### config.mk
export PLATFORM = sky130hd
export DESIGN_NAME = db_ram_1p_ctrl
export DESIGN_NICKNAME = d
export VERILOG_FILES = /design/src/rtl/db_ram_1p_ctrl.sv
export SDC_FILE = /design/constraint.sdc
export NUM_CORES = 1
export LEC_CHECK = 0
export BUFFER_PORTS_ARGS = -buffer_cell sky130_fd_sc_hd__buf_2
export CORE_AREA = 2 2 76 78
export DETAILED_ROUTE_END_ITERATION = 8
export DIE_AREA = 0 0 78 80
export GPL_ROUTABILITY_DRIVEN = 0
export GPL_TIMING_DRIVEN = 0
export PLACE_DENSITY = 0.74
export SLEW_MARGIN = 40
export SYNTH_ARGS = -nofsm -noshare
export SYNTH_HDL_FRONTEND = slang
export SYNTH_SLANG_ARGS = --single-unit
### constraint.sdc
create_clock -name clk -period 2.6 [get_ports clk]
set_input_delay 0.52 -clock clk [delete_from_list [all_inputs] [get_ports clk]]
set_output_delay 0.52 -clock clk [all_outputs]
set_load 0.02 [all_outputs]
### src/rtl/db_ram_1p_ctrl.sv
// Single-port pixel SRAM initiator: arbitrates writes and reads onto one RAM port and
// returns read data through a credit-guarded response FIFO. Define DB_RAM_CTRL_RR_EN for round-robin.
module db_ram_1p_ctrl #(
  parameter int ADDR_WIDTH = 11,
  parameter int WORD_WIDTH = 20,
  parameter int RSP_DEPTH  = 2
) (
  input  logic                  clk,
  input  logic                  rst,
  input  logic                  wr_val_i,
  output logic                  wr_rdy_o,
  input  logic [ADDR_WIDTH-1:0] wr_addr_i,
  input  logic [WORD_WIDTH-1:0] wr_dat_i,
  input  logic                  rd_val_i,
  output logic                  rd_rdy_o,
  input  logic [ADDR_WIDTH-1:0] rd_addr_i,
  output logic                  rsp_val_o,
  input  logic                  rsp_rdy_i,
  output logic [WORD_WIDTH-1:0] rsp_dat_o,
  output logic                  ram_cen_o,
  output logic                  ram_oen_o,
  output logic                  ram_wen_o,
  output logic [ADDR_WIDTH-1:0] ram_addr_o,
  output logic [WORD_WIDTH-1:0] ram_dat_o,
  input  logic [WORD_WIDTH-1:0] ram_dat_i
);
  localparam int PTR_W = (RSP_DEPTH > 1) ? $clog2(RSP_DEPTH) : 1;
  localparam int CNT_W = $clog2(RSP_DEPTH + 1);
  localparam logic [CNT_W:0] DEPTH_L = (CNT_W + 1)'(RSP_DEPTH);

  logic [WORD_WIDTH-1:0] mem_q [RSP_DEPTH];
  logic [PTR_W-1:0]      wr_ptr_q, wr_ptr_d;
  logic [PTR_W-1:0]      rd_ptr_q, rd_ptr_d;
  logic [CNT_W-1:0]      cnt_q, cnt_d;
  logic                  inflight_q;
  logic [CNT_W:0]        occ_s;
  logic                  push_s, pop_s, space_ok_s;
  logic                  wr_fire_s, rd_fire_s;

  function automatic logic [PTR_W-1:0] ptr_inc(input logic [PTR_W-1:0] p);
    if (p == PTR_W'(RSP_DEPTH - 1)) begin
      return {PTR_W{1'b0}};
    end else begin
      return p + PTR_W'(1);
    end
  endfunction

  // An outstanding read already owns a FIFO slot; a pop this cycle frees one.
  assign pop_s      = rsp_val_o & rsp_rdy_i;
  assign push_s     = inflight_q;
  assign occ_s      = {1'b0, cnt_q} + {{CNT_W{1'b0}}, inflight_q};
  assign space_ok_s = (occ_s < DEPTH_L) | pop_s;

`ifdef DB_RAM_CTRL_RR_EN
  logic last_rd_q;

  always_comb begin
    wr_rdy_o = 1'b0;
    rd_rdy_o = 1'b0;
    if (rst) begin
      wr_rdy_o = 1'b0;
      rd_rdy_o = 1'b0;
    end else if (wr_val_i && rd_val_i && space_ok_s) begin
      wr_rdy_o = last_rd_q;
      rd_rdy_o = ~last_rd_q;
    end else begin
      wr_rdy_o = 1'b1;
      rd_rdy_o = ~wr_val_i & space_ok_s;
    end
  end

  always_ff @(posedge clk) begin
    if (rst) begin
      last_rd_q <= 1'b0;
    end else if (wr_fire_s || rd_fire_s) begin
      last_rd_q <= rd_fire_s;
    end else begin
      last_rd_q <= last_rd_q;
    end
  end
`else
  assign wr_rdy_o = ~rst;
  assign rd_rdy_o = ~rst & ~wr_val_i & space_ok_s;
`endif

  assign wr_fire_s  = wr_val_i & wr_rdy_o;
  assign rd_fire_s  = rd_val_i & rd_rdy_o;

  assign ram_cen_o  = ~(wr_fire_s | rd_fire_s);
  assign ram_wen_o  = ~wr_fire_s;
  assign ram_addr_o = wr_fire_s ? wr_addr_i : rd_addr_i;
  assign ram_dat_o  = wr_dat_i;
  assign ram_oen_o  = rst;

  assign rsp_val_o  = (cnt_q != {CNT_W{1'b0}});
  assign rsp_dat_o  = mem_q[rd_ptr_q];

  always_comb begin
    wr_ptr_d = wr_ptr_q;
    rd_ptr_d = rd_ptr_q;
    cnt_d    = cnt_q;
    if (push_s) begin
      wr_ptr_d = ptr_inc(wr_ptr_q);
    end else begin
      wr_ptr_d = wr_ptr_q;
    end
    if (pop_s) begin
      rd_ptr_d = ptr_inc(rd_ptr_q);
    end else begin
      rd_ptr_d = rd_ptr_q;
    end
    case ({push_s, pop_s})
      2'b10:   cnt_d = cnt_q + CNT_W'(1);
      2'b01:   cnt_d = cnt_q - CNT_W'(1);
      default: cnt_d = cnt_q;
    endcase
  end

  // Reset drops any read still in flight along with the queued responses.
  always_ff @(posedge clk) begin
    if (rst) begin
      inflight_q <= 1'b0;
      wr_ptr_q   <= {PTR_W{1'b0}};
      rd_ptr_q   <= {PTR_W{1'b0}};
      cnt_q      <= {CNT_W{1'b0}};
    end else begin
      inflight_q <= rd_fire_s;
      wr_ptr_q   <= wr_ptr_d;
      rd_ptr_q   <= rd_ptr_d;
      cnt_q      <= cnt_d;
    end
  end

  always_ff @(posedge clk) begin
    if (push_s && !rst) begin
      mem_q[wr_ptr_q] <= ram_dat_i;
    end
  end

endmodule
==> key figures, run 1 <==
Logic synthesis
  – Average footprint of a synthesized cell: 15.9 um^2
  – Simple-Gate Fraction of Synth Area: roughly 2.8%
  – Instance count of the mapped netlist: 126
  – Top cells by area in the synthesized netlist: edfxtp_1 (60%), mux2_2 (17%), buf_4 (7.9%)
  – Synthesized Nets: 194
  – Synth unique cells: 22
  – Share of synthesized area occupied by flip-flops and latches: 66.0%
  – Flop and latch count out of synthesis: 46
  – Xor/xnor share of the synthesized area: approximately 1.7%
  – Mux cell area share after synthesis: about 17%
  – Yosys warning count: 0
  – Cell area after technology mapping: 2000 um^2
  – Largest family of logic cells by synthesized area: multiplexers
  – Post-synth top area share: 60.0%
  – Library cell with the largest summed area after synthesis: edfxtp_1
  – Compound-gate portion of the synthesized area: roughly 1.9%
  – Arithmetic-cell share of the synthesized area counting full adders, half adders and majority gates: less than 1%

Routing
  – Vias per inst: 4.41
  – Pre-antenna DRT Iters: 3
  – Number of nets with antenna violations after detailed routing: 0
  – Routed length on met1: ~1500 um
  – Per-cell routed wire length: 13.3 um
  – DRC errors left: 0
  – Routed length on met2: 2100 um
  – Wire length after detailed routing: 4140 um
  – DR top layer: met4
  – Drt first-iter violations: 66
  – Number of vias in the routed layout: 1367
  – Wire length on met3: 461 um

STA
  – Count of endpoints failing setup in the final report: 0
  – Setup repair after global routing missed its margin: false
  – Max-slew violation total from the final report: 0
  – Worst setup skew after layout: 0.00500 ns
  – Slew margin rel.: 65.7%
  – Hold Fails Final Rpt: 0
  – Final period demand of the worst path: 2.06 ns
  – Total Neg Setup Slack: 0 ns
  – Maximum clock frequency: 486 MHz
  – Final period util: between 70% and 80%
  – Worst-margin pin slew: between 0.5 and 0.6 ns

Worst setup path
  – WP data arrival: 1.54 ns
  – Highest cell delay on the worst timing path: 0.36 ns
  – Logic depth of the worst register-to-register path: 5
  – Worst reg-to-reg setup slack: 0.86 ns
  – Worst setup path startpoint: rst
  – Maximum fanout encountered on the critical timing path: 10
  – Most prevalent standard cell on the critical path: buf_2
  – CP startpoint kind: input port
  – Chain of cells forming the critical path: buf_2 > inv_2 > nand2_2 > buf_6 > mux2_2 > buf_2
  – Setup crit end kind: output port
  – Worst setup path endpoint: ram_addr_o[8]
  – Req. time, crit path: 2.08 ns
  – Worst reg2reg endpoint: mem_q[0][13]
  – Category of the critical setup timing path: in -> out
  – Critical path's slowest cell: mux2_2
  – Beginning of the worst register-to-register path: inflight_q

Global route
  – Remaining Overflow, GRT: 0
  – Vias in the first global route: 1378
  – All-layer global routing usage: a little over an eighth
  – First-pass GRT wire length: 6350 um
  – Largest net degree at the start of global routing: 21
  – Initial antenna violation count: 0

Layout
  – Core occupancy in the finished layout: approximately half
  – Commonest non-fill, non-tap cells in the layout: buf_2 (105), edfxtp_1 (40), mux2_2 (31)
  – Filler Cells Inserted: 491
  – Commonest non-fill, non-tap cell in the layout: buf_2
  – Relative area change from synthesis to final layout: 35.4%
  – Diodes inserted: 0
  – Total Nets Final: 306
  – Fraction of final layout cells sized beyond drive strength 1: approximately 73%

Power
  – Leakage Power: 1.17 nW
  – Part of the total power dissipated in combinational logic: 23.3%
  – Internal Dissipation: about 1.2 mW
  – Relative contribution of the clock network to total power: 24.9%
  – NetSw: 433 uW
  – Power density relative to cell area: 595 nW/um^2
  – Worst-case vdd ir drop: 0.000218 V
  – Net switching fraction of the power: 26.9%
  – Proportion of power drawn by flip-flops and latches: 51.8%

Clock network
  – Sink count of the clock tree: 46
  – H-tree lvl count: 2
  – Root Driver: clkbuf_8
  – TritonCTS clock tree: done
  – Total CTS buffers: 5
  – Number of gates resized after CTS: 0
  – Post-CTS setup repair buffer count: 0
  – Clock slew seen by the registers of the worst setup and hold paths: approximately 0.08 ns
  – Clock Latency Late Sink: 0.29 ns
  – Number of hold-repair buffers added at the cts stage: 0
  – Bufs on Longest Clock Path: 2

Floorplanning
  – I/O pins: 124
  – Site row count: 27
  – Total core area: between 5000 and 6000 um^2
  – Starting density of the core: 37.0%
  – Height of the die: ~80 um
  – Die area: 6240 um^2
  – Width of the chip: 78 um

Placement
  – Total of buffers placed on input and output ports: 102
  – Final HPWL DP: 3200 um

Outcome
  – Result of the run: complete, no violations

Hold path
  – Launch instance of the worst min-delay path: ram_dat_i[6]
  – Path type of the worst min-delay path: in -> reg

Job
  – Number of maximum-capacitance constraint violations: 0
per-layer routing:
layer,vias up,global-route usage [%]
met5,-,0
met4,0,4.21
met3,5,5.43
met2,89,24.1
met1,618,14.4
li1,655,-
power by group through the flow:
stage               sequential [mW]  combinational, mW  clock, mW
floorplan                     0.850              0.256          0
global placement              0.853              0.374          0
detailed placement            0.852              0.380          0
CTS                           0.836              0.383      0.416
global route                  0.839              0.404      0.452
finish                        0.836              0.376      0.401
flip-flops by register name (all words and copies together) (netlist names), named ones only:
signal,count
mem_q,40
cnt_q,2
inflight_q,1
rd_ptr_q,1
wr_ptr_q,1
Yosys cell counts:
cell type and n:
mux2_2 31, xnor2_1 3, buf_4 21, and3_1 1, or2_2 1, xor2_1 1, inv_1 1, a21oi_1 2
or3_1 1, a21boi_0 1, buf_6 1, o21ai_0 1, edfxtp_1 40, o21a_1 2, ha_1 1, nand2_2 1
dfxtp_1 6, inv_2 1, nor2_1 5, and2_1 1, buf_2 3, nor3_1 1
final cells by class:
cell class              count  area [um^2]  area share (%)
flip-flops and latches     46         1320            48.8
repair buffers            105          533            19.7
multi-input cells          53          495            18.3
clock inverters             2         10.0           0.369
plain buffers              25          184            6.79
well taps                  72         90.1            3.32
inverters                   2         7.51           0.277
clock buffers               5         68.8            2.54
critical path, delay by kind of cell:
| kind | cells | cell delay, ns |
|---|---|---|
| muxes | 1 | 0.36 |
| and+or+nand+nor | 1 | 0.10 |
| buffers and inverters | 4 | 0.55 |
cells by family after synthesis:
kind of cell             Yosys count
AO/OA/AOI/OAI                      6
multiplexers                      31
flip-flops                        46
adder cells (fa/ha/maj)            1
XOR/XNOR                           4
buffers and inverters             27
AND/OR/NAND/NOR                   11
worst min-delay path by stage:
stage                   end  cells after the start
6_report        mem_q[1][6]                      1
5_1_grt        mem_q[1][15]                      1
4_1_cts         mem_q[1][0]                      1
3_5_place_dp       cnt_q[1]                      2
3_3_place_gp       rd_ptr_q                      2
2_1_floorplan      cnt_q[1]                      2
through the flow:
step	setup WS [ns]	hold slack [ns]	instance area, um^2	total power, mW	cells
6_report	0.541	0.415	2710	1.61	310
5_1_grt	0.467	0.399	2710	1.70	310
4_1_cts	0.522	0.403	2710	1.63	310
3_5_place_dp	0.524	0.513	2630	1.23	303
3_3_place_gp	-0.826	0.497	2600	1.23	300
2_1_floorplan	0.102	0.479	2000	1.11	126
Power figures use the tool's default switching activity.
==> run 2: changes to the inputs <==
--- a/config.mk
+++ b/config.mk
@@ -6,12 +6,12 @@
 export NUM_CORES = 1
 export LEC_CHECK = 0
 export BUFFER_PORTS_ARGS = -buffer_cell sky130_fd_sc_hd__buf_2
-export CORE_AREA = 2 2 76 78
+export CORE_AREA = 2 2 73 75
 export DETAILED_ROUTE_END_ITERATION = 8
-export DIE_AREA = 0 0 78 80
+export DIE_AREA = 0 0 75 77
 export GPL_ROUTABILITY_DRIVEN = 0
 export GPL_TIMING_DRIVEN = 0
-export PLACE_DENSITY = 0.74
+export PLACE_DENSITY = 0.76
 export SLEW_MARGIN = 40
 export SYNTH_ARGS = -nofsm -noshare
 export SYNTH_HDL_FRONTEND = slang
==> constraint.sdc (replaced) <==
create_clock -name clk -period 2.05 [get_ports clk]
set_input_delay 0.41 -clock clk [delete_from_list [all_inputs] [get_ports clk]]
set_output_delay 0.41 -clock clk [all_outputs]
set_load 0.02 [all_outputs]
==> run 2 against run 1 <==
Clock skew fell by 0.0012 ns. Register-to-register slack got worse by 0.25 ns. Via count is 2.0% lower. First-iteration DRC count fell by 64%. Worst setup slack worse by 0.31 ns. Global-route usage about the same. Clock power grew 58%. Worst hold slack got worse by 0.10 ns. Core utilization is 5.0 points higher. Non-clock buffer count decreased by 1. Design area up 1.3%. Combinational power is 26% higher. Largest power group unchanged.
==> key figures, run 2 (synthesized netlist as in run 1, its figures left out) <==
Routing
  – Pre-antenna DRT Iters: 4 (+1)
  – Number of vias in the routed layout: 1339 (-2.0%)
  – Vias per inst: 4.35 (-1.4%)
  – DRC errors left: 0 (unchanged)
  – Per-cell routed wire length: 12.5 um (-6.0%)
  – Wire length after detailed routing: 3860 um (-6.6%)
  – Drt first-iter violations: 24 (-64%)
  – Number of nets with antenna violations after detailed routing: 0 (unchanged)

Clock network
  – Sink count of the clock tree: 46 (unchanged)
  – Post-CTS setup repair buffer count: 0 (unchanged)
  – Total CTS buffers: 5 (unchanged)
  – Bufs on Longest Clock Path: 2 (unchanged)
  – Clock slew seen by the registers of the worst setup and hold paths: 0.08 ns (about the same)
  – Number of hold-repair buffers added at the cts stage: 0 (unchanged)
  – H-tree lvl count: 2 (unchanged)
  – TritonCTS clock tree: done
  – Number of gates resized after CTS: 0 (unchanged)
  – Clock Latency Late Sink: 0.28 ns (about the same)
  – Root Driver: clkbuf_8

Floorplanning
  – Die area: 5780 um^2 (-7.5%)
  – Height of the die: 77 um (-3.8%)
  – Site row count: 26 (-3.7%)
  – Starting density of the core: 40.2% (+3.2 points)
  – Width of the chip: 75 um (-3.8%)
  – Total core area: 4980 um^2 (-7.9%)
  – I/O pins: 124 (unchanged)

Power
  – Internal Dissipation: 1.63 mW (+38%)
  – NetSw: 539 uW (+24%)
  – Worst-case vdd ir drop: 0.000359 V (+65%)
  – Part of the total power dissipated in combinational logic: 21.9% (-1.4 points)
  – Proportion of power drawn by flip-flops and latches: 48.9% (-2.9 points)
  – Leakage Power: 1.17 nW (+0.39%)
  – Net switching fraction of the power: 24.8% (-2.0 points)
  – Final Total Pwr: 2.17 mW (+35%)
  – Power density relative to cell area: 791 nW/um^2 (+33%)
  – Relative contribution of the clock network to total power: 29.2% (+4.3 points)

Global route
  – Initial antenna violation count: 0 (unchanged)
  – Met2 capacity usage during global routing: 25.1% (+0.95 points)
  – Met1 track utilization from global routing: 13.4% (-0.94 points)
  – All-layer global routing usage: 13.4% (about the same)
  – Met3 Use GR: 4.73% (-0.70 points)
  – Gr busiest metal: met2
  – Largest net degree at the start of global routing: 21 (unchanged)
  – First-pass GRT wire length: 5910 um (-7.0%)
  – Remaining Overflow, GRT: 0 (unchanged)
  – Vias in the first global route: 1414 (+2.6%)

Worst setup path
  – Path length in cells of the critical path: 6 (unchanged)
  – WP data arrival: 1.41 ns (-0.13 ns)
  – Highest cell delay on the worst timing path: 0.33 ns (-0.03 ns)
  – CP startpoint kind: input port
  – Req. time, crit path: 1.64 ns (-0.44 ns)
  – Family with the most delay on the worst path: buffers and inverters
  – Category of the critical setup timing path: in -> out
  – Chain of cells forming the critical path: buf_2 > inv_2 > nand2_2 > buf_6 > mux2_2 > buf_2
  – Critical path's slowest cell: mux2_2
  – Buf+Inv Stages, Crit Path: 4 (unchanged)
  – Most prevalent standard cell on the critical path: buf_2
  – Setup crit end kind: output port
  – Maximum fanout encountered on the critical timing path: 10 (unchanged)
  – Logic depth of the worst register-to-register path: 4 (-1)

Layout
  – Commonest non-fill, non-tap cell in the layout: buf_2
  – Largest registers in the final layout: mem_q x40, cnt_q x2
  – Total Nets Final: 305 (-0.33%)
  – Filler Cells Inserted: 414 (-16%)
  – Core occupancy in the finished layout: 55.2% (+5.0 points)
  – Fraction of final layout cells sized beyond drive strength 1: 72.3% (-0.42 points)
  – Number of standard cells in the final layout excluding fillers: 308 (-0.65%)
  – Max reg flops: 40 (unchanged)
  – Diodes inserted: 0 (unchanged)
  – Most flops, register: mem_q
  – Relative area change from synthesis to final layout: 37.1%
  – Commonest non-fill, non-tap cells in the layout: buf_2 (105), edfxtp_1 (40), mux2_2 (31)

Outcome
  – Result of the run: complete, no violations

STA
  – Count of endpoints failing setup in the final report: 0 (unchanged)
  – Final period util: ~89%
  – Worst setup skew after layout: 0.00376 ns (-0.00124 ns)
  – Final-layout worst hold slack: 0.311 ns (-0.104 ns)
  – Final worst slack: 0.229 ns (-0.313 ns)
  – Hold Fails Final Rpt: 0 (unchanged)
  – Worst-margin pin slew: 0.485 ns (-0.0294 ns)
  – Slew margin rel.: 67.7% (+2.0 points)
  – Maximum clock frequency: 549 MHz
  – Max-slew violation total from the final report: 0 (unchanged)
  – Final period demand of the worst path: 1.82 ns
  – Setup repair after global routing missed its margin: false

Placement
  – Post-Place Setup Slack: 0.208 ns (-0.315 ns)
  – Total of buffers placed on input and output ports: 102 (unchanged)
  – Post-Place Cells: 300 (-0.99%)
  – Final HPWL DP: 3150 um (-1.6%)

Job
  – Number of maximum-capacitance constraint violations: 0 (unchanged)

Hold path
  – Path type of the worst min-delay path: in -> reg
  – Hold path cells: 1 (unchanged)
==> run 2: changes by cell type in the layout (fill, tap and decap cells not counted) <==
cell,change
clkinvlp_4,+1
clkbuf_1,+1
buf_4,-3
clkinv_2,-2
nor3_2,-1
bufinv_16,+1
nor3_4,+1
buf_6,+2
==> run 2: power by group through the flow <==
stage          Combinational, mW  Sequential [mW]  Clock, mW
4_1_cts                    0.483             1.06      0.655
6_report                   0.475             1.06      0.634
5_1_grt                    0.513             1.06      0.687
2_1_floorplan              0.325             1.08          0
3_5_place_dp               0.481             1.08          0
3_3_place_gp               0.473             1.08          0
==> run 2: per-stage QoR <==
stage | setup TNS [ns] | instance area (um^2)
6_report | 0 | 2750
3_5_place_dp | 0 | 2640
2_1_floorplan | 0 | 2010
3_3_place_gp | -4.39 | 2610
4_1_cts | 0 | 2750
5_1_grt | 0 | 2750
==> run 2: cell type report <==
class                      instances  area (um^2)  area share, %
clock buffer                       6         72.6           2.64
inverter                           2         7.51          0.273
timing repair buffer             104          533           19.4
clock inverter                     2         37.5           1.37
multi-input combinational         53          502           18.3
sequential                        46         1320           48.1
tap                               70         87.6           3.19
buffer                            25          184           6.70
==> run 2: path summary, 6_finish.rpt <==
path                       from       endpoint  slack [ns]
hold / removal    ram_dat_i[15]   mem_q[0][15]        0.31
hold reg to reg        rd_ptr_q       rd_ptr_q        0.53
setup / recovery            rst  ram_addr_o[4]        0.23
setup reg to reg       cnt_q[0]       cnt_q[1]        0.61
==> run 2: metal layers <==
layer,vias up,part of all wire [%]
li1,656,-
met1,598,36
met2,83,54
met3,2,10
met4,0,0.39
met5,-,0
==> run 2: worst reg2reg max path, stage by stage, from the launching register on <==
cell     delay [ns]
dfxtp_1        0.36
o21a_1         0.22
ha_1           0.32
or3_1          0.35
a21oi_1        0.14
